<file path="src/rtl/i2cs_apb_regfile.sv">
// Register file and byte mailbox between the APB front end and the I2C slave engine.
// Holds configuration registers, a TX (APB->I2C) FIFO and an RX (I2C->APB) FIFO.
module i2cs_apb_regfile #(
    parameter int FIFO_DEPTH = 8
) (
    input  logic        clk,
    input  logic        rst,
    input  logic [11:0] reg_waddr_i,
    input  logic [31:0] reg_wdata_i,
    input  logic        reg_wrenable_i,
    input  logic [11:0] reg_raddr_i,
    output logic [31:0] reg_rdata_o,
    input  logic        reg_rd_byte_complete_i,
    output logic [6:0]  i2c_dev_addr_o,
    output logic        i2c_enable_o,
    output logic [7:0]  tx_data_o,
    output logic        tx_valid_o,
    input  logic        tx_ready_i,
    input  logic [7:0]  rx_data_i,
    input  logic        rx_valid_i,
    output logic        irq_o
);

    localparam int AW = $clog2(FIFO_DEPTH);
    localparam logic [4:0] DEPTH_C = 5'(FIFO_DEPTH);

    localparam logic [11:0] ADDR_DEV_ADDR = 12'h000;
    localparam logic [11:0] ADDR_CTRL     = 12'h004;
    localparam logic [11:0] ADDR_TX_DATA  = 12'h008;
    localparam logic [11:0] ADDR_RX_DATA  = 12'h00C;
    localparam logic [11:0] ADDR_STATUS   = 12'h010;
    localparam logic [11:0] ADDR_CLEAR    = 12'h014;
    localparam logic [11:0] ADDR_IRQ_EN   = 12'h018;

    logic [6:0]    dev_addr_q, dev_addr_d;
    logic          enable_q, enable_d;
    logic [1:0]    irq_en_q, irq_en_d;
    logic          irq_q, irq_d;
    logic [11:0]   raddr_q;
    logic          rd_q;

    logic [7:0]    tx_mem_q [FIFO_DEPTH];
    logic [AW-1:0] tx_wptr_q, tx_wptr_d, tx_rptr_q, tx_rptr_d;
    logic [4:0]    tx_count_q, tx_count_d;
    logic          tx_ovf_q, tx_ovf_d;

    logic [7:0]    rx_mem_q [FIFO_DEPTH];
    logic [AW-1:0] rx_wptr_q, rx_wptr_d, rx_rptr_q, rx_rptr_d;
    logic [4:0]    rx_count_q, rx_count_d;
    logic          rx_ovf_q, rx_ovf_d;
    logic          rx_udf_q, rx_udf_d;

    logic          wr_dev, wr_ctrl, wr_tx, wr_clear, wr_irq_en;
    logic          flush_tx, flush_rx, clr_sticky;
    logic          tx_full, tx_empty, rx_full, rx_empty;
    logic          tx_push, tx_pop, rx_push, rx_pop, pop_rx;
    logic [7:0]    rx_head;
    logic [31:0]   status;
    logic [23:0]   unused_wdata;

    assign unused_wdata = reg_wdata_i[31:8];

    assign wr_dev    = reg_wrenable_i & (reg_waddr_i == ADDR_DEV_ADDR);
    assign wr_ctrl   = reg_wrenable_i & (reg_waddr_i == ADDR_CTRL);
    assign wr_tx     = reg_wrenable_i & (reg_waddr_i == ADDR_TX_DATA);
    assign wr_clear  = reg_wrenable_i & (reg_waddr_i == ADDR_CLEAR);
    assign wr_irq_en = reg_wrenable_i & (reg_waddr_i == ADDR_IRQ_EN);

    assign flush_tx   = wr_clear & reg_wdata_i[0];
    assign flush_rx   = wr_clear & reg_wdata_i[1];
    assign clr_sticky = wr_clear & reg_wdata_i[2];

    assign tx_full  = (tx_count_q == DEPTH_C);
    assign tx_empty = (tx_count_q == 5'd0);
    assign rx_full  = (rx_count_q == DEPTH_C);
    assign rx_empty = (rx_count_q == 5'd0);

    // Rising edge of the read strobe against the address latched a cycle earlier,
    // so a strobe held for two cycles still pops only once.
    assign pop_rx = reg_rd_byte_complete_i & ~rd_q & (raddr_q == ADDR_RX_DATA);

    assign tx_push = wr_tx & ~tx_full & ~flush_tx;
    assign tx_pop  = ~tx_empty & tx_ready_i & ~flush_tx;
    assign rx_push = rx_valid_i & ~rx_full & ~flush_rx;
    assign rx_pop  = pop_rx & ~rx_empty & ~flush_rx;

    always_comb begin
        dev_addr_d = dev_addr_q;
        enable_d   = enable_q;
        irq_en_d   = irq_en_q;
        if (wr_dev) begin
            dev_addr_d = reg_wdata_i[6:0];
        end
        if (wr_ctrl) begin
            enable_d = reg_wdata_i[0];
        end
        if (wr_irq_en) begin
            irq_en_d = reg_wdata_i[1:0];
        end
    end

    always_comb begin
        tx_wptr_d  = tx_wptr_q;
        tx_rptr_d  = tx_rptr_q;
        tx_count_d = tx_count_q;
        if (flush_tx) begin
            tx_wptr_d  = '0;
            tx_rptr_d  = '0;
            tx_count_d = '0;
        end else begin
            if (tx_push) begin
                tx_wptr_d = tx_wptr_q + AW'(1);
            end
            if (tx_pop) begin
                tx_rptr_d = tx_rptr_q + AW'(1);
            end
            tx_count_d = tx_count_q + 5'(tx_push) - 5'(tx_pop);
        end
        // A new overflow outranks a same-cycle sticky clear.
        tx_ovf_d = (tx_ovf_q & ~clr_sticky) | (wr_tx & tx_full & ~flush_tx);
    end

    always_comb begin
        rx_wptr_d  = rx_wptr_q;
        rx_rptr_d  = rx_rptr_q;
        rx_count_d = rx_count_q;
        if (flush_rx) begin
            rx_wptr_d  = '0;
            rx_rptr_d  = '0;
            rx_count_d = '0;
        end else begin
            if (rx_push) begin
                rx_wptr_d = rx_wptr_q + AW'(1);
            end
            if (rx_pop) begin
                rx_rptr_d = rx_rptr_q + AW'(1);
            end
            rx_count_d = rx_count_q + 5'(rx_push) - 5'(rx_pop);
        end
        rx_ovf_d = (rx_ovf_q & ~clr_sticky) | (rx_valid_i & rx_full & ~flush_rx);
        rx_udf_d = (rx_udf_q & ~clr_sticky) | (pop_rx & rx_empty);
    end

    assign irq_d = (irq_en_q[0] & ~rx_empty) | (irq_en_q[1] & tx_empty);

    always_ff @(posedge clk or posedge rst) begin
        if (rst) begin
            dev_addr_q <= 7'h6F;
            enable_q   <= 1'b0;
            irq_en_q   <= 2'b00;
            irq_q      <= 1'b0;
            raddr_q    <= '0;
            rd_q       <= 1'b0;
            tx_wptr_q  <= '0;
            tx_rptr_q  <= '0;
            tx_count_q <= '0;
            tx_ovf_q   <= 1'b0;
            rx_wptr_q  <= '0;
            rx_rptr_q  <= '0;
            rx_count_q <= '0;
            rx_ovf_q   <= 1'b0;
            rx_udf_q   <= 1'b0;
        end else begin
            dev_addr_q <= dev_addr_d;
            enable_q   <= enable_d;
            irq_en_q   <= irq_en_d;
            irq_q      <= irq_d;
            raddr_q    <= reg_raddr_i;
            rd_q       <= reg_rd_byte_complete_i;
            tx_wptr_q  <= tx_wptr_d;
            tx_rptr_q  <= tx_rptr_d;
            tx_count_q <= tx_count_d;
            tx_ovf_q   <= tx_ovf_d;
            rx_wptr_q  <= rx_wptr_d;
            rx_rptr_q  <= rx_rptr_d;
            rx_count_q <= rx_count_d;
            rx_ovf_q   <= rx_ovf_d;
            rx_udf_q   <= rx_udf_d;
        end
    end

    // Storage needs no reset: entries are only visible while counted as valid.
    always_ff @(posedge clk) begin
        if (tx_push) begin
            tx_mem_q[tx_wptr_q] <= reg_wdata_i[7:0];
        end
        if (rx_push) begin
            rx_mem_q[rx_wptr_q] <= rx_data_i;
        end
    end

    assign rx_head = rx_empty ? 8'h00 : rx_mem_q[rx_rptr_q];

    assign status = {5'b0, rx_udf_q, rx_ovf_q, tx_ovf_q,
                     4'b0, rx_empty, rx_full, tx_empty, tx_full,
                     3'b0, rx_count_q, 3'b0, tx_count_q};

    always_comb begin
        reg_rdata_o = '0;
        case (reg_raddr_i)
            ADDR_DEV_ADDR: reg_rdata_o = {25'b0, dev_addr_q};
            ADDR_CTRL:     reg_rdata_o = {31'b0, enable_q};
            ADDR_RX_DATA:  reg_rdata_o = {24'b0, rx_head};
            ADDR_STATUS:   reg_rdata_o = status;
            ADDR_IRQ_EN:   reg_rdata_o = {30'b0, irq_en_q};
            default:       reg_rdata_o = '0;
        endcase
    end

    assign i2c_dev_addr_o = dev_addr_q;
    assign i2c_enable_o   = enable_q;
    assign tx_valid_o     = ~tx_empty;
    assign tx_data_o      = tx_empty ? 8'h00 : tx_mem_q[tx_rptr_q];
    assign irq_o          = irq_q;

endmodule

</file>
<file path="config.mk">
export PLATFORM = sky130hd
export DESIGN_NAME = i2cs_apb_regfile
export DESIGN_NICKNAME = d
export VERILOG_FILES = /design/src/rtl/i2cs_apb_regfile.sv
export SDC_FILE = /design/constraint.sdc
export NUM_CORES = 1
export LEC_CHECK = 0
export ABC_AREA = 1
export BUFFER_PORTS_ARGS = -buffer_cell sky130_fd_sc_hd__buf_4
export CELL_PAD_IN_SITES_DETAIL_PLACEMENT = 1
export CELL_PAD_IN_SITES_GLOBAL_PLACEMENT = 1
export CORE_MARGIN = 2
export CORE_UTILIZATION = 40
export CTS_CLUSTER_DIAMETER = 100
export DETAILED_ROUTE_END_ITERATION = 10
export GPL_ROUTABILITY_DRIVEN = 0
export PLACE_DENSITY_LB_ADDON = 0.1
export SLEW_MARGIN = 0
export SYNTH_ARGS = -nofsm -noshare
export SYNTH_HDL_FRONTEND = slang
export SYNTH_SLANG_ARGS = --single-unit
export TNS_END_PERCENT = 10
</file>
<file path="constraint.sdc">
create_clock -name clk -period 2.55 [get_ports clk]
set_input_delay 0.255 -clock clk [delete_from_list [all_inputs] [get_ports clk]]
set_output_delay 0.255 -clock clk [all_outputs]
set_load 0.02 [all_outputs]
</file>
==> impl_results.md, run 1 <==
* Cell taking the most area after synthesis: sky130_fd_sc_hd__edfxtp_1
* Slowest stage cell, crit path: sky130_fd_sc_hd__fa_2
* Maximum fanout encountered on the critical timing path at 3
* Tot Pwr at 8.75 mW
* Clk_lat worst skew at between 400 and 500 ps
* Power density cells at ~860 mW/mm2
* Half-perimeter wire length after placement at 15.8 mm
* Final worst path period share at about 97%
* Chip height at between 100 and 150 um
* Final Critical Period at 2470 ps
* Via count at about 6300
* Synthesized netlist cell count at 852
* Pre-CTS WS at -52.4 ps
* Maximum capacitance violations at 0
* ANT nets after route at 0
* Worst slack on hold paths at ~52 ps
* Floorplan die area at roughly 0.022 mm2
* Data arrival at the endpoint of the critical path at 2840 ps
* Complex-gate fraction of the synthesized area at under 10%
* Type of destination of the critical path: flip-flop
* Number of global-route vias before repair at 6762
* Max frequency at 405 MHz
* Area fraction in and, or, nand and nor cells after synthesis at around 21%
* Average size of a mapped cell at just under 10 um2
* Deepest level of the CTS H-tree at 4
* Aggregate global routing overflow at 0
* Tightest Hold Check Type: in2reg
* Buffers from clock root to sink, at most at 2
* Int Power at 5.81 mW
* Setup clock skew after layout at roughly 9 ps
* Number of placement rows at 52
* Number of synthesized flops with an enable pin at 128
* Unique masters post-synth at 33
* Proportion of total power due to net switching at between 30% and 40%
* Cell with the most instances after synthesis: sky130_fd_sc_hd__nor2_1
* Area of the placeable core at 0.0202 mm2
* Count of buffer and inverter cells on the critical path at 5
* Total net switching power at approximately 2.9 mW
* Clock Pin Slew Worst Setup and Hold Paths at about 70 ps
* Wire length after detailed routing at approximately 22 mm
* RSZ-0062 raised after global routing: yes
* Cell class contributing the biggest share of worst-path delay: adder cells
* Relative area change from synthesis to final layout at 23.2%
* Final hold viol count at 0
* Fraction of layout instances using a drive strength above 1 at between 20% and 30%
* Nature of the critical path startpoint: flip-flop
* Remaining design rule violation count at 0
* Count of buffers inserted at the top-level ports at between 80 and 90
* Data required, critical path at 2920 ps
* Number of endpoints failing setup at the final stage at 0
* Antenna Diode Count at 0
* Average routed wire per standard cell at about 17 um
* Type of the worst setup path: reg2reg
* Max-slew headroom at 59.8%
* Leading post-synthesis cells by instance count: sky130_fd_sc_hd__nor2_1 (178), sky130_fd_sc_hd__nand2_1 (139), sky130_fd_sc_hd__edfxtp_1 (128)
* Part of the Yosys area used for sequential elements at between 60% and 70%
* Worst-margin pin slew at between 600 and 700 ps
* Area share of fa/ha/maj cells after synthesis at under 10%
* Synthesized flop and latch total at around 180
* Top-area cell type share of the netlist area at between 40% and 50%
* Starting Density at about two fifths
* Xor/xnor cell area share of the yosys netlist at less than 1%
* Post-synthesis instance area at between 0.008 and 0.009 mm2
* Primary FF master, synth: sky130_fd_sc_hd__edfxtp_1
* Overall global routing resource usage at 20.8%
* Layout Utilization at about half
* Pin count of the biggest net entering global routing at 35
* Total clock buffers created by CTS at 17
* Worst ir drop on vdd at 0.584 mV
* Flop pwr share at 40.6%
* Count of boundary I/O pins at 120
* Delay of the slowest cell on the worst path at around 400 ps
* Die Width at 148 um
* Multiplexer share of the synthesized area at 0%
* Largest family of logic cells by synthesized area: simple AND/OR/NAND/NOR gates
* Starting DRC count in detailed routing at roughly 340
* Portion of total power attributed to combinational logic at a little under a third
* First-pass iteration count of the detailed router at 6
* Cell at the root of the clock tree: sky130_fd_sc_hd__clkbuf_16
* Async set or reset register ratio after synthesis at ~28%
* Outcome: finished, final reports clean
* Mean number of vias per cell at around 5.0
* Cell leakage power at about 4.4 nW
* Main area contributors after synthesis: sky130_fd_sc_hd__edfxtp_1 (47%), sky130_fd_sc_hd__dfrtp_1 (13%), sky130_fd_sc_hd__nor2_1 (8.1%), sky130_fd_sc_hd__nand2_1 (6.3%), sky130_fd_sc_hd__o21ai_0 (5.0%)
* Number of nets in the final layout at roughly 1100
* Clock power share at 29.1%
* Warnings from Yosys at 0
* Initial antenna violation count at 0
* Max-slew violation total from the final report at 0
* First-pass GRT wire length at ~35 mm
* Cell chain of the critical path: inv_2 > buf_4 > ha_1 > nand3_2 > nand3_2 > ha_1 > inv_2 > ha_4 > inv_1 > fa_2 > o21ai_2 > xor2_1 > nand2_1 > inv_1
* Clock tree from TritonCTS: built
* Setup slack after layout at 81.1 ps
* Sink Count at 177
## power groups by stage
stage / registers, mW / clock network (mW) / logic (mW)
floorplan: 3.56 / 0 / 1.57
finish: 3.56 / 2.55 / 2.65
global route: 3.58 / 2.71 / 3.00
CTS: 3.54 / 2.59 / 2.54
detailed placement: 3.60 / 0 / 2.46
global placement: 3.58 / 0 / 2.32
## stage by stage
stage / instance area (um2) / setup TNS (ps) / instances
floorplan: 8310 / 0 / 863
global placement: 9340 / 0 / 1216
detailed placement: 9340 / -89.9 / 1216
CTS: 10100 / 0 / 1263
global route: 10200 / -216 / 1267
finish: 10200 / 0 / 1267
## routing by layer
metal / wire (um) / up-vias / global-route usage, %
li1: - / 3032 / -
met1: 8590 / 3145 / 23.1
met2: 12200 / 107 / 39.7
met3: 666 / 29 / 3.40
met4: 488 / 0 / 7.31
met5: 0 / - / 0
## worst paths after layout
kind                       slack, ps  cells after the start                end              start
max                               80                     14      tx_count_q[4]      tx_count_q[2]
min                               50                      1     rx_mem_q[6][3]       rx_data_i[3]
max reg2reg                       80                     14      tx_count_q[4]      tx_count_q[2]
min reg2reg                      500                      2  i2c_dev_addr_o[6]  i2c_dev_addr_o[6]
max in group asynchronous       1580                      4  i2c_dev_addr_o[2]                rst
min in group asynchronous        310                      3      rx_count_q[3]                rst
## cell usage in the layout (no fill, tap or decap), types with 14 or more instances in the layout
cell / count
sky130_fd_sc_hd__buf_4: 125
sky130_fd_sc_hd__clkbuf_16: 17
sky130_fd_sc_hd__dfrtp_1: 43
sky130_fd_sc_hd__dlygate4sd3_1: 14
sky130_fd_sc_hd__edfxtp_1: 128
sky130_fd_sc_hd__ha_1: 14
sky130_fd_sc_hd__inv_1: 80
sky130_fd_sc_hd__nand2_1: 137
sky130_fd_sc_hd__nand3_1: 47
sky130_fd_sc_hd__nor2_1: 174
sky130_fd_sc_hd__nor2_2: 14
sky130_fd_sc_hd__o21ai_0: 82
sky130_fd_sc_hd__o21ai_1: 14
## state kept, by name, summed over array words and instances, names as in the netlist
register / flops
i2c_dev_addr_o: 7
i2c_enable_o: 1
irq_en_q: 2
irq_o: 1
raddr_q: 12
rd_q: 1
rx_count_q: 5
rx_mem_q: 64
rx_ovf_q: 1
rx_rptr_q: 3
rx_udf_q: 1
rx_wptr_q: 3
tx_count_q: 5
tx_mem_q: 64
tx_ovf_q: 1
tx_rptr_q: 3
tx_wptr_q: 3
## final cells by class
| cell class | instances | area, um2 |
|---|---|---|
| clock buffer | 18 | 429 |
| clock inverter | 14 | 143 |
| fill | 2339 | 10100 |
| timing repair buffer | 140 | 1100 |
| multi-input combinational | 556 | 2750 |
| inverter | 92 | 345 |
| sequential | 177 | 5080 |
| tap | 270 | 338 |
## timing repair
action / in CTS / in global routing
setup endpoints to repair: 2 / 13
pin swaps: 0 / 12
buffers inserted: 1 / 4
hold buffers: 14 / 0
endpoints found under the hold margin: 21 / 0
gates resized for setup: 9 / 23
## cell families (layout without fill, tap and decap cells)
logic type / count (synthesis) / in the layout
other cells: 1 / 12
flops: 177 / 177
simple gates: 407 / 407
compound gates: 110 / 110
buf+inv: 130 / 264
xor+xnor: 7 / 7
fa+ha+maj: 20 / 20
## worst reg2reg max path, delay by kind of cell (launching register included)
| kind | cells | cell delay (ps) |
|---|---|---|
| DFF | 1 | 370 |
| adders and majority gates | 4 | 1030 |
| and+or+nand+nor | 3 | 300 |
| xor gates and xnor gates | 1 | 170 |
| buffers and inverters | 5 | 380 |
| AOI/OAI and AO/OA | 1 | 150 |
Power figures use the tool's default switching activity.
==> run 2: changes to the inputs <==
--- a/config.mk
+++ b/config.mk
@@ -5,12 +5,12 @@
 export SDC_FILE = /design/constraint.sdc
 export NUM_CORES = 1
 export LEC_CHECK = 0
-export ABC_AREA = 1
 export BUFFER_PORTS_ARGS = -buffer_cell sky130_fd_sc_hd__buf_4
 export CELL_PAD_IN_SITES_DETAIL_PLACEMENT = 1
 export CELL_PAD_IN_SITES_GLOBAL_PLACEMENT = 1
 export CORE_MARGIN = 2
 export CORE_UTILIZATION = 40
+export CTS_BUF_LIST = sky130_fd_sc_hd__clkbuf_8
 export CTS_CLUSTER_DIAMETER = 100
 export DETAILED_ROUTE_END_ITERATION = 10
 export GPL_ROUTABILITY_DRIVEN = 0
==> run 2 against run 1 <==
Effect of this change:
- the flow now finishes with violations (negative setup slack)
- worst hold slack worse by 26 ps
- non-clock buffer count increased by 45
- critical path depth did not move
- flip-flop and latch count stayed put
- sequential power increased by 3%
==> impl_results.md, run 2 <==
* Max-slew violation total from the final report at 0
* Cell class contributing the biggest share of worst-path delay: simple AND/OR/NAND/NOR gates
* Portion of total power attributed to combinational logic at a little under a third
* Floorplan die area at about 0.020 mm2
* Final worst path period share at 104%
* Starting Density at between 40% and 50%
* Routing layer with the top usage in global route: met2
* Flop pwr share at between 40 and 50%
* Half-perimeter wire length after placement at 13.1 mm
* Count of buffer and inverter cells on the critical path at 3
* Worst ir drop on vdd at between 0.4 and 0.5 mV
* Routing usage on met2 at between 30% and 40%
* Delay of the slowest cell on the worst path at ~470 ps
* Warnings from Yosys at 0
* Critical path's most frequent cell: sky130_fd_sc_hd__ha_4
* RSZ-0062 raised after global routing: yes
* Maximum fanout encountered on the critical timing path at 2
* Number of endpoints failing setup at the final stage at 2
* Clock power share at 25.5%
* Final Critical Period at between 2000 and 3000 ps
* Number of synthesized flops with an enable pin at approximately 130
* Chip height at between 100 and 150 um
* Outcome: complete, but fails checks
* Remaining design rule violation count at 0
* Global-route track usage on met3 at 3.05%
* Antenna Diode Count at 0
* Clock Pin Slew Worst Setup and Hold Paths at about 100 ps
* Number of placement rows at 50
* Max-slew headroom at about three fifths
* Async set or reset register ratio after synthesis at around 28%
* Primary FF master, synth: sky130_fd_sc_hd__edfxtp_1
* ANT nets after route at 0
* Top-area cell type share of the netlist area at ~50%
* Int Power at around 5.8 mW
* Post-synthesis instance area at between 0.007 and 0.008 mm2
* First-pass iteration count of the detailed router at 4
* Clk_lat worst skew at about 470 ps
* Most common cell after layout, fill and taps aside: sky130_fd_sc_hd__buf_4
* Data required, critical path at roughly 2900 ps
* Die Width at ~140 um
* Initial antenna violation count at 0
* Worst-margin pin slew at 595 ps
* Maximum capacitance violations at 0
* Synthesized netlist cell count at between 400 and 500
* Slowest stage cell, crit path: sky130_fd_sc_hd__or4b_4
* Layout Utilization at 53.4%
* Number of global-route vias before repair at 5198
* Aggregate global routing overflow at 0
* Cell at the root of the clock tree: sky130_fd_sc_hd__clkbuf_8
* Total placed cells including tap cells at 878
* Setup clock skew after layout at ~17 ps
* Mean number of vias per cell at a little over 5
* Area of the placeable core at 0.0188 mm2
* Setup slack after layout at -107 ps
* Wire length after detailed routing at 19.0 mm
* Average routed wire per standard cell at ~20 um
* Part of the Yosys area used for sequential elements at 65.9%
* Cell leakage power at between 3 and 4 nW
* Average size of a mapped cell at between 15 and 20 um2
* Synthesized flop and latch total at 177
* Clock tree from TritonCTS: built
* Power density cells at roughly 840 mW/mm2
* Tot Pwr at about 8.4 mW
* Max frequency at between 300 and 400 MHz
* Data arrival at the endpoint of the critical path at a little over 3000 ps
* Cell taking the most area after synthesis: sky130_fd_sc_hd__edfxtp_1
* Type of the worst setup path: reg2reg
* Type of destination of the critical path: flip-flop
* Pre-CTS WS at -446 ps
* Count of non-filler cells in the finished layout at 940
* Commonest cells after routing, fill and taps aside: sky130_fd_sc_hd__buf_4 (161), sky130_fd_sc_hd__edfxtp_1 (128), sky130_fd_sc_hd__dfrtp_1 (42)
* Relative area change from synthesis to final layout at 30.4%
* Unique masters post-synth at 56
* Leading post-synthesis cells by instance count: sky130_fd_sc_hd__edfxtp_1 (128), sky130_fd_sc_hd__dfrtp_1 (43), sky130_fd_sc_hd__nor2_1 (35)
* Deepest level of the CTS H-tree at 4
* Biggest registers after layout: rx_mem_q x64, tx_mem_q x64, raddr_q x12
* Via count at 4782
* Tightest Hold Check Type: in2reg
* Buffers from clock root to sink, at most at 2
* Cell chain of the critical path: inv_2 > ha_4 > or4b_4 > and2_4 > nand2_4 > ha_4 > inv_4 > ha_4 > inv_2 > fa_2 > nor2b_4 > o21bai_4 > a21oi_2 > nor3b_2
* Total clock buffers created by CTS at 17
* Final design area excluding fillers at 0.0100 mm2
* Number of nets in the final layout at 757
* Final hold viol count at 0
* Starting DRC count in detailed routing at 206
* Total net switching power at between 2 and 3 mW
* Setup Total Neg Slack at -200 ps
* Sink Count at roughly 180
* Pin count of the biggest net entering global routing at 28
* Worst slack on hold paths at around 26 ps
* Nature of the critical path startpoint: flip-flop
* Met1 routing resource usage after global routing at 24.4%
* Overall global routing resource usage at slightly below 20%
* Violations in the final reports: negative setup slack
* First-pass GRT wire length at 29.6 mm
* Count of boundary I/O pins at 120
* Main area contributors after synthesis: sky130_fd_sc_hd__edfxtp_1 (50%), sky130_fd_sc_hd__dfrtp_1 (14%), sky130_fd_sc_hd__mux4_2 (9.4%), sky130_fd_sc_hd__mux2i_1 (3.0%), sky130_fd_sc_hd__ha_1 (2.9%)
* Proportion of total power due to net switching at slightly above 30%
* Count of buffers inserted at the top-level ports at 83
* Cell with the most instances after synthesis: sky130_fd_sc_hd__edfxtp_1
* Area of placed instances at 0.00912 mm2
* Fraction of layout instances using a drive strength above 1 at between 40 and 50%
[run 2: cell types whose count changed after synthesis, sizes merged, moves of 8 or more]
cell	previous run	this run
nor2	192	36
nand2	144	15
o21ai	104	2
inv	92	17
nand3	54	12
mux4	0	32
mux2i	0	23
mux2	0	10
nor4b	0	8
[run 2: logic make-up after synthesis]
kind of cell	after synthesis	share of synthesized area, %
fa+ha+maj	20	3.44
mux	65	13.8
xor+xnor	8	0.909
simple gates	135	10.2
buf+inv	44	2.99
flops	177	65.9
other cells	1	0.0487
compound gates	29	2.70
[run 2: final timing paths]
| check | start | to | slack (ps) | cells after the start |
|---|---|---|---|---|
| max in group asynchronous | rst | i2c_dev_addr_o[2] | 1470 | 4 |
| min | rx_data_i[7] | rx_mem_q[7][7] | 30 | 1 |
| max reg2reg | tx_count_q[2] | tx_count_q[4] | -110 | 14 |
| min in group asynchronous | rst | tx_rptr_q[1] | 410 | 3 |
| max | tx_count_q[2] | tx_count_q[4] | -110 | 14 |
| min reg2reg | rx_udf_q | rx_udf_q | 500 | 1 |
[run 2: final cells by class]
cell class	instances	area (um2)
clock buffers	17	234
repair buffers	185	1470
well taps	260	325
inverters	17	66.3
clock inverters	15	204
multi-input cells	269	2670
flip-flops and latches	177	5080
fillers	1841	8780
[run 2: power groups by stage]
stage               registers, mW  logic (mW)  clock network [mW]
finish                       3.65        2.63                2.15
global route                 3.69        2.91                2.30
CTS                          3.63        2.52                2.20
detailed placement           3.68        2.42                   0
global placement             3.65        2.32                   0
floorplan                    3.62        1.50                   0
[run 2: repair_timing]
item / in CTS / in global routing
buffers inserted: 2 / 7
hold buffers: 21 / 0
resized for setup: 20 / 25
gates cloned: 0 / 0
endpoints found under the setup margin: 12 / 20
endpoints found under the hold margin: 79 / 0
pin swaps: 4 / 11
[run 2: per-layer routing]
metal	part of all wire, %	up-vias
li1	-	2199
met1	42	2474
met2	54	85
met3	2.7	24
met4	1.7	0
met5	0	-
